## config.mk

```make
export PLATFORM = sky130hd
export DESIGN_NAME = lcd_init_seq
export DESIGN_NICKNAME = d
export VERILOG_FILES = /design/src/rtl/lcd_pkg.sv /design/src/rtl/lcd_init_rom.sv /design/src/rtl/lcd_init_seq.sv
export SDC_FILE = /design/constraint.sdc
export NUM_CORES = 1
export LEC_CHECK = 0
export ABC_AREA = 1
export BUFFER_PORTS_ARGS = -buffer_cell sky130_fd_sc_hd__clkbuf_2
export CAP_MARGIN = 30
export CORE_MARGIN = 2
export CORE_UTILIZATION = 35
export DETAILED_ROUTE_END_ITERATION = 16
export GPL_TIMING_DRIVEN = 0
export HOLD_SLACK_MARGIN = 0.12
export SYNTH_ARGS = -nofsm -noshare
export SYNTH_HDL_FRONTEND = slang
export SYNTH_HIERARCHICAL = 1
export SYNTH_SLANG_ARGS = --single-unit
```

## constraint.sdc

```tcl
create_clock -name clk -period 5.3 [get_ports clk]
set_input_delay 0.795 -clock clk [delete_from_list [all_inputs] [get_ports clk]]
set_output_delay 0.795 -clock clk [all_outputs]
set_load 0.02 [all_outputs]
```

## src/rtl/lcd_pkg.sv

```systemverilog
// Shared types and constants for the LCD panel init sequencer.
// Holds FSM encodings, DSI data types, DCS opcodes and widths.
package lcd_pkg;

  typedef enum logic [2:0] {
    ST_IDLE  = 3'd0,
    ST_LOAD  = 3'd1,
    ST_SEND  = 3'd2,
    ST_WAIT  = 3'd3,
    ST_DELAY = 3'd4,
    ST_DONE  = 3'd5
  } state_t;

  localparam int DT_W  = 6;
  localparam int B_W   = 8;
  localparam int MS_W  = 10;
  localparam int PRE_W = 16;

  localparam logic [DT_W-1:0] DT_DCS_SW0 = 6'h05;
  localparam logic [DT_W-1:0] DT_DCS_SW1 = 6'h15;

  localparam logic [B_W-1:0] DCS_SLPOUT = 8'h11;
  localparam logic [B_W-1:0] DCS_COLMOD = 8'h3A;
  localparam logic [B_W-1:0] DCS_MADCTL = 8'h36;
  localparam logic [B_W-1:0] DCS_DISPON = 8'h29;

  localparam logic [B_W-1:0] COLMOD_RGB888 = 8'h77;
  localparam logic [B_W-1:0] MADCTL_NORM   = 8'h00;
  localparam logic [B_W-1:0] PARAM_NONE    = 8'h00;

  function automatic int idx_w(int n);
    return (n > 1) ? $clog2(n) : 1;
  endfunction

endpackage

```

## src/rtl/lcd_init_rom.sv

```systemverilog
// Combinational init command table: idx_i -> dt, d0, d1, delay (ms).
// Indices at or above NUM_CMDS read back as all zeros.
module lcd_init_rom
  import lcd_pkg::*;
#(
  parameter int NUM_CMDS = 4,
  parameter int IW       = idx_w(NUM_CMDS)
) (
  input  logic [IW-1:0]   idx_i,
  output logic [DT_W-1:0] dt_o,
  output logic [B_W-1:0]  d0_o,
  output logic [B_W-1:0]  d1_o,
  output logic [MS_W-1:0] dly_o
);

  always_comb begin
    dt_o  = '0;
    d0_o  = '0;
    d1_o  = '0;
    dly_o = '0;
    if (int'(idx_i) < NUM_CMDS) begin
      case (int'(idx_i))
        0: begin
          dt_o  = DT_DCS_SW0;
          d0_o  = DCS_SLPOUT;
          d1_o  = PARAM_NONE;
          dly_o = 10'd120;
        end
        1: begin
          dt_o  = DT_DCS_SW1;
          d0_o  = DCS_COLMOD;
          d1_o  = COLMOD_RGB888;
          dly_o = 10'd0;
        end
        2: begin
          dt_o  = DT_DCS_SW1;
          d0_o  = DCS_MADCTL;
          d1_o  = MADCTL_NORM;
          dly_o = 10'd0;
        end
        3: begin
          dt_o  = DT_DCS_SW0;
          d0_o  = DCS_DISPON;
          d1_o  = PARAM_NONE;
          dly_o = 10'd20;
        end
        default: begin
          dt_o  = '0;
          d0_o  = '0;
          d1_o  = '0;
          dly_o = '0;
        end
      endcase
    end
  end

endmodule

```

## src/rtl/lcd_init_seq.sv

```systemverilog
// Panel init sequencer: after hs_start, sends the ROM command table
// over a valid/ready port with ms post-delays, then flags init_done.
// Ports: clk, resetn, hs_start, cmd_ready in; cmd_valid, cmd_dt,
// cmd_d0, cmd_d1, busy, init_done out.
module lcd_init_seq
  import lcd_pkg::*;
#(
  parameter int TIMER_CNT_1MS = 27000,
  parameter int NUM_CMDS      = 4
) (
  input  logic            clk,
  input  logic            resetn,
  input  logic            hs_start,
  input  logic            cmd_ready,
  output logic            cmd_valid,
  output logic [DT_W-1:0] cmd_dt,
  output logic [B_W-1:0]  cmd_d0,
  output logic [B_W-1:0]  cmd_d1,
  output logic            busy,
  output logic            init_done
);

  localparam int IW = idx_w(NUM_CMDS);
  localparam logic [PRE_W-1:0] PRE_MAX =
    PRE_W'(TIMER_CNT_1MS - 1);
  localparam logic [IW-1:0] LAST = IW'(NUM_CMDS - 1);

  state_t            state_q, state_d;
  logic [IW-1:0]     idx_q, idx_d;
  logic [PRE_W-1:0]  pre_q, pre_d;
  logic [MS_W-1:0]   ms_q, ms_d;

  logic [DT_W-1:0]   rom_dt;
  logic [B_W-1:0]    rom_d0;
  logic [B_W-1:0]    rom_d1;
  logic [MS_W-1:0]   rom_dly;

  logic              tick;
  logic [MS_W-1:0]   ms_nxt;
  logic              adv;
  logic              send;

  lcd_init_rom #(
    .NUM_CMDS (NUM_CMDS),
    .IW       (IW)
  ) u_rom (
    .idx_i (idx_q),
    .dt_o  (rom_dt),
    .d0_o  (rom_d0),
    .d1_o  (rom_d1),
    .dly_o (rom_dly)
  );

  assign tick   = (pre_q == PRE_MAX);
  assign ms_nxt = ms_q + 10'd1;

  always_comb begin
    state_d = state_q;
    idx_d   = idx_q;
    pre_d   = pre_q;
    ms_d    = ms_q;
    adv     = 1'b0;
    // Dropping hs_start beats any pending handshake.
    if (state_q != ST_IDLE && !hs_start) begin
      state_d = ST_IDLE;
      idx_d   = '0;
      pre_d   = '0;
      ms_d    = '0;
    end else begin
      unique case (state_q)
        ST_IDLE: begin
          if (hs_start) state_d = ST_LOAD;
        end
        ST_LOAD: begin
          idx_d   = '0;
          state_d = ST_SEND;
        end
        ST_SEND: begin
          if (cmd_ready) state_d = ST_WAIT;
        end
        ST_WAIT: begin
          if (rom_dly == '0) begin
            adv = 1'b1;
          end else begin
            state_d = ST_DELAY;
            pre_d   = '0;
            ms_d    = '0;
          end
        end
        ST_DELAY: begin
          // Leave on the tick that completes the last ms so the
          // next command is not held an extra cycle.
          if (tick) begin
            pre_d = '0;
            ms_d  = ms_nxt;
            adv   = (ms_nxt == rom_dly);
          end else begin
            pre_d = pre_q + 16'd1;
          end
        end
        ST_DONE: begin
          state_d = ST_DONE;
        end
        default: begin
          state_d = ST_IDLE;
        end
      endcase
      if (adv) begin
        if (idx_q == LAST) begin
          state_d = ST_DONE;
        end else begin
          idx_d   = idx_q + IW'(1);
          state_d = ST_SEND;
        end
      end
    end
  end

  always_ff @(posedge clk or negedge resetn) begin
    if (!resetn) begin
      state_q <= ST_IDLE;
      idx_q   <= '0;
      pre_q   <= '0;
      ms_q    <= '0;
    end else begin
      state_q <= state_d;
      idx_q   <= idx_d;
      pre_q   <= pre_d;
      ms_q    <= ms_d;
    end
  end

  assign send      = (state_q == ST_SEND);
  assign cmd_valid = send;
  assign cmd_dt    = send ? rom_dt : '0;
  assign cmd_d0    = send ? rom_d0 : '0;
  assign cmd_d1    = send ? rom_d1 : '0;
  assign busy      = (state_q == ST_LOAD)
                   | (state_q == ST_SEND)
                   | (state_q == ST_WAIT)
                   | (state_q == ST_DELAY);
  assign init_done = (state_q == ST_DONE);

endmodule
```

After elaboration in Yosys (flattened, before gate mapping)

Cells that the tools add are included.

Output and inout bits: 25
Register bits: 31
Bits of input ports: 4
Word-level logic and storage cells: 69

Multiplexer cells: 30
Equality and inequality tests: 16
Add/sub/neg operators: 3
Reductions and logical operators: 13
Bitwise gates (word level): 3

Operators by type and width:

| cell                  | count |
|---|---|
| $mux 16               | 3 |
| $pmux 16 s2           | 1 |
| $pmux 8 s4            | 1 |
| $mux 10               | 3 |
| $pmux 10 s3           | 1 |
| $pmux 10 s2           | 1 |
| $mux 3                | 6 |
| $pmux 3 s6            | 1 |
| $add 16x1->16 const B | 1 |
| $eq 16x15->1 const B  | 1 |
| $mux 8                | 2 |
| $pmux 8 s2            | 1 |
| $pmux 6 s2            | 1 |
| $add 10x1->10 const B | 1 |
| $eq 10x10->1          | 1 |
| $logic_not 10->1      | 1 |
| $ne 3x3->1 const B    | 3 |
| $mux 2                | 4 |
| $ne 4x4->1 const B    | 2 |
| $eq 3x2->1 const B    | 2 |
| $eq 3x3->1 const B    | 2 |
| $mux 6                | 1 |
| $reduce_bool 3->1     | 2 |
| $eq 2x2->1 const B    | 2 |
| 16 further kinds      | 21 |

Depth between registers and ports, before layout

Depth after elaboration: 9
Depth in mapped cells: 16
Mapped depth without buffers: 16

Cells and area by module

Netlist, hierarchy kept.

Modules (own cells, without submodules):

| module       | cells each | instances | sequential area each (µm²) | area an instance (µm²) |
|---|---|---|---|---|
| lcd_init_seq | 419        | 1         | 775.7                      | 2,656.3 |
| lcd_init_rom | 38         | 1         | 0.0                        | 281.5 |

Worst setup path after synthesis

Ideal clock, no wire load.

Kind: reg-to-output
Start: reg state_q[2]
End: out cmd_d0[0]
Path buffers: 1
Cell stages (with the launch flop): 5
Required time: 4,505 ps
Path slack: 2,809 ps
Arrival: 1,696 ps
Cell sequence: dfrtp_1 -> nor3_1 -> inv_1 -> clkbuf_1 -> nor2_1

Cells in the longest elaborated chain, start to end: 2

Ends and longest elaborated chain:

| element                | line                | source |
|---|---|---|
| from (decl)            | lcd_init_seq.sv:28  | `state_t state_q, state_d;` |
| from (signal assigned) | lcd_init_seq.sv:126 | `state_q <= state_d;` |
| $eq 3x2->1             | lcd_init_seq.sv:133 | `assign send = (state_q == ST_SEND);` |
| named net cmd_valid    | lcd_init_seq.sv:15  | `output logic cmd_valid,` |
| $mux 8                 | lcd_init_seq.sv:136 | `assign cmd_d0 = send ? rom_d0 : '0;` |
| to (decl)              | lcd_init_seq.sv:17  | `output logic [B_W-1:0] cmd_d0,` |

The timed path passes the listed nets, and every way through them passes these cells.

Final worst setup path

Start: reg state_q[2]
End: out cmd_d1[6]

Cells in the longest elaborated chain, start to end: 2

Ends and longest elaborated chain:

| element    | line                | source |
|---|---|---|
| $eq 3x2->1 | lcd_init_seq.sv:133 |  |
| $mux 8     | lcd_init_seq.sv:137 | `assign cmd_d1 = send ? rom_d1 : '0;` |
| to (decl)  | lcd_init_seq.sv:18  | `output logic [B_W-1:0] cmd_d1,` |

No other way between the ends.

==> results.toml <==
[detailed_routing]
post_drt_wl_per_cell_um = 11.1
num_vias = 2757
drc = 0
viasPerCell = 4.58
ant_nets = 0
first_pass_iters = 4
drt_iter0_markers = 132
routed_wl_um = 6710

[clock_network]
cts_resized = 0
clk_latency_ns = 0.29
htreeDepth = 2
post-cts-setup-buffers = 0
cts_tree = "built"
cts.sinks = 31
cts_buffers = 5
ctsHoldBuffers = 0
clk_path_buf_depth = 2
root_buffer = "clkbuf_8"
clkTransAtPathRegs_ns = 0.07

[placement]
place_inst = 595
port_buffers = 21
placed_cell_area_um2 = 3220
hpwl_um = 5270
gp_congestion = 0.917

[final_layout]
finalInstanceArea_um2 = 3320
syn2layout_area_growth_pct = 13.1
nFillCells = 888
fin_util_pct = 40.6
drive_above_1_share_pct = 17.3
num_antenna_cells = 0
final_nets = 510
final_cells = 602

[logic_synthesis]
yosysWarningCount = 6
synth-seq-cells = 31
ys_seq_area_share_pct = 26.4
synth.distinct_cells = 35
syn-instance-count = 457
syn-mean-instance-area_um2 = 6.43
syn-cell-area_um2 = 2940

[timing]
skew_ns = 0.00735
maxSlewViolCount = 0
setup_tns_ns = 0
period_needed_ns = 2.46
setup_viol = 0
grt_setup_unrepaired = "false"
hold_viol = 0
fmax_mhz = 407
worst_pin_slew_ns = 0.807
period_share_pct = 46.4
slew_headroom_pct = 46.2

[min_path]
hold_class = "reg -> reg"

[floorplan]
dieArea_um2 = 9140
num_rows = 33
fp.dieW_um = 95.6
design.core.area_um2 = 8180
ioPinCount = 29
start_util_pct = 35.9
die_h_um = 95.6

[global_route]
grt.total_usage_pct = 16.0
antenna_found_initial = 0
grt_pass1_wl_um = 11600
grt_max_degree = 32
grt_pass1_vias = 2558
overflow = 0

[power]
power_uw = 985
ir_drop_v = 0.000215
leakage_nw = 1.53
power_density_nw_per_um2 = 296

[setup_path]
crit_required_ns = 4.51
start_kind = "register"
cp_max_fo = 10
worstPathArrival_ns = 1.66
max_stage_delay_ns = 0.41
critPathSlowestCell = "dfrtp_1"
crit_type = "reg -> out"
crit_chain = "nor3_1 -> inv_1 -> clkbuf_1 -> nor2_1 -> clkbuf_2"
cp-end-kind = "output pin"

[status]
status = "completed"

[job]
cap_violations = 0
routing by layer:
layer | vias up | routed length (µm) | GRT usage, %
met2 | 30 | 3150 | 27.6
met3 | 9 | 198 | 2.69
li1 | 1482 | - | -
met1 | 1236 | 3270 | 20.8
met5 | - | 0 | 0
met4 | 0 | 87 | 4.17
cells in the mapped netlist:
master / count / area (µm²)
nor3_1: 12 / 60.1
xor2_1: 5 / 43.8
dfrtp_1: 31 / 776
inv_1: 80 / 300
nor2_4: 3 / 33.8
o31ai_1: 7 / 52.6
nand2_8: 1 / 20.0
inv_2: 6 / 22.5
nor3_2: 1 / 10.0
nor4_1: 5 / 31.3
nand2_2: 8 / 50.1
conb_1: 2 / 7.51
clkbuf_1: 2 / 7.51
nand4_1: 16 / 100
nor2_1: 70 / 263
ha_1: 9 / 113
buf_4: 23 / 173
o32ai_1: 1 / 8.76
buf_6: 2 / 22.5
nor2_2: 4 / 25.0
nand2_1: 94 / 353
a21oi_1: 4 / 20.0
buf_2: 1 / 5.00
nand3_2: 2 / 20.0
o21bai_1: 1 / 7.51
o21ai_0: 16 / 80.1
nand3_1: 35 / 175
nand3b_1: 4 / 30.0
xnor2_1: 3 / 26.3
o21a_1: 1 / 7.51
nand2_4: 1 / 11.3
buf_12: 2 / 40.0
o21ai_2: 2 / 17.5
and3_2: 1 / 7.51
a21oi_2: 2 / 17.5
state kept, by name, indices dropped and copies added (netlist names):
register / count
ms_q: 10
pre_q: 16
state_q: 3
idx_q: 2
stage by stage:
| step | setup slack (ns) | hold slack (ns) |
|---|---|---|
| 2_1_floorplan | 2.81 | 0.465 |
| 3_3_place_gp | 2.87 | 0.482 |
| 3_5_place_dp | 2.86 | 0.493 |
| 4_1_cts | 2.81 | 0.511 |
| 5_1_grt | 2.54 | 0.563 |
| 6_report | 2.84 | 0.510 |
cell type report:
cell class                      instances  area, µm²  share of cell area, %
Multi-Input combinational cell        322       1640                   49.3
Clock buffer                            6       72.6                   2.18
Sequential cell                        31        776                   23.4
Timing Repair Buffer                   21        105                   3.16
Clock inverter                          1       30.0                  0.904
Tap cell                              105        131                   3.95
Inverter                               86        323                   9.72
Buffer                                 30        248                   7.46
path summary, 6_finish.rpt:
kind / start / end / slack, ns / cells past startpoint
max in group asynchronous: resetn / state_q[0] / 4.20 / 1
max: state_q[2] / cmd_d1[6] / 2.84 / 5
min in group asynchronous: resetn / ms_q[7] / 0.58 / 1
min: ms_q[9] / ms_q[9] / 0.51 / 2
min reg2reg: ms_q[9] / ms_q[9] / 0.51 / 2
max reg2reg: idx_q[0] / pre_q[8] / 2.88 / 12
cells by family after synthesis:
kind of cell,Yosys count,share of synthesized area (%)
AND/OR/NAND/NOR,257,40.5
buffers and inverters,116,19.4
AO/OA/AOI/OAI,34,7.20
flip-flops,31,26.4
adder cells (fa/ha/maj),9,3.83
XOR/XNOR,8,2.39
other,2,0.256
power breakdown:
part	internal (mW)	leakage, nW	switching, mW
logic	0.164	1.05	0.317
registers	0.255	0.428	0.0196
clock network	0.138	0.0513	0.0916
critical path: cells and delay by family, from the launching register on:
| kind | cells | cell delay (ns) |
|---|---|---|
| buffers and inverters | 3 | 0.59 |
| flip-flops | 1 | 0.41 |
| AND/OR/NAND/NOR | 2 | 0.38 |
layout by cell type (no fill, tap or decap), drive strengths merged:
cell,netlist,routed
nor2,77,77
nand3b,4,4
nand3,37,37
o31ai,7,7
inv,86,86
nor4,5,5
conb,2,14
a21oi,6,6
dfrtp,31,31
o21ai,18,18
o21bai,1,1
clkbuf,2,29
o21a,1,1
buf,28,28
nor3,13,13
nand2,104,104
bufinv,0,1
ha,9,9
nand4,16,16
and3,1,1
o32ai,1,1
xnor2,3,3
xor2,5,5
No activity file was read; power rests on OpenSTA's default activity.
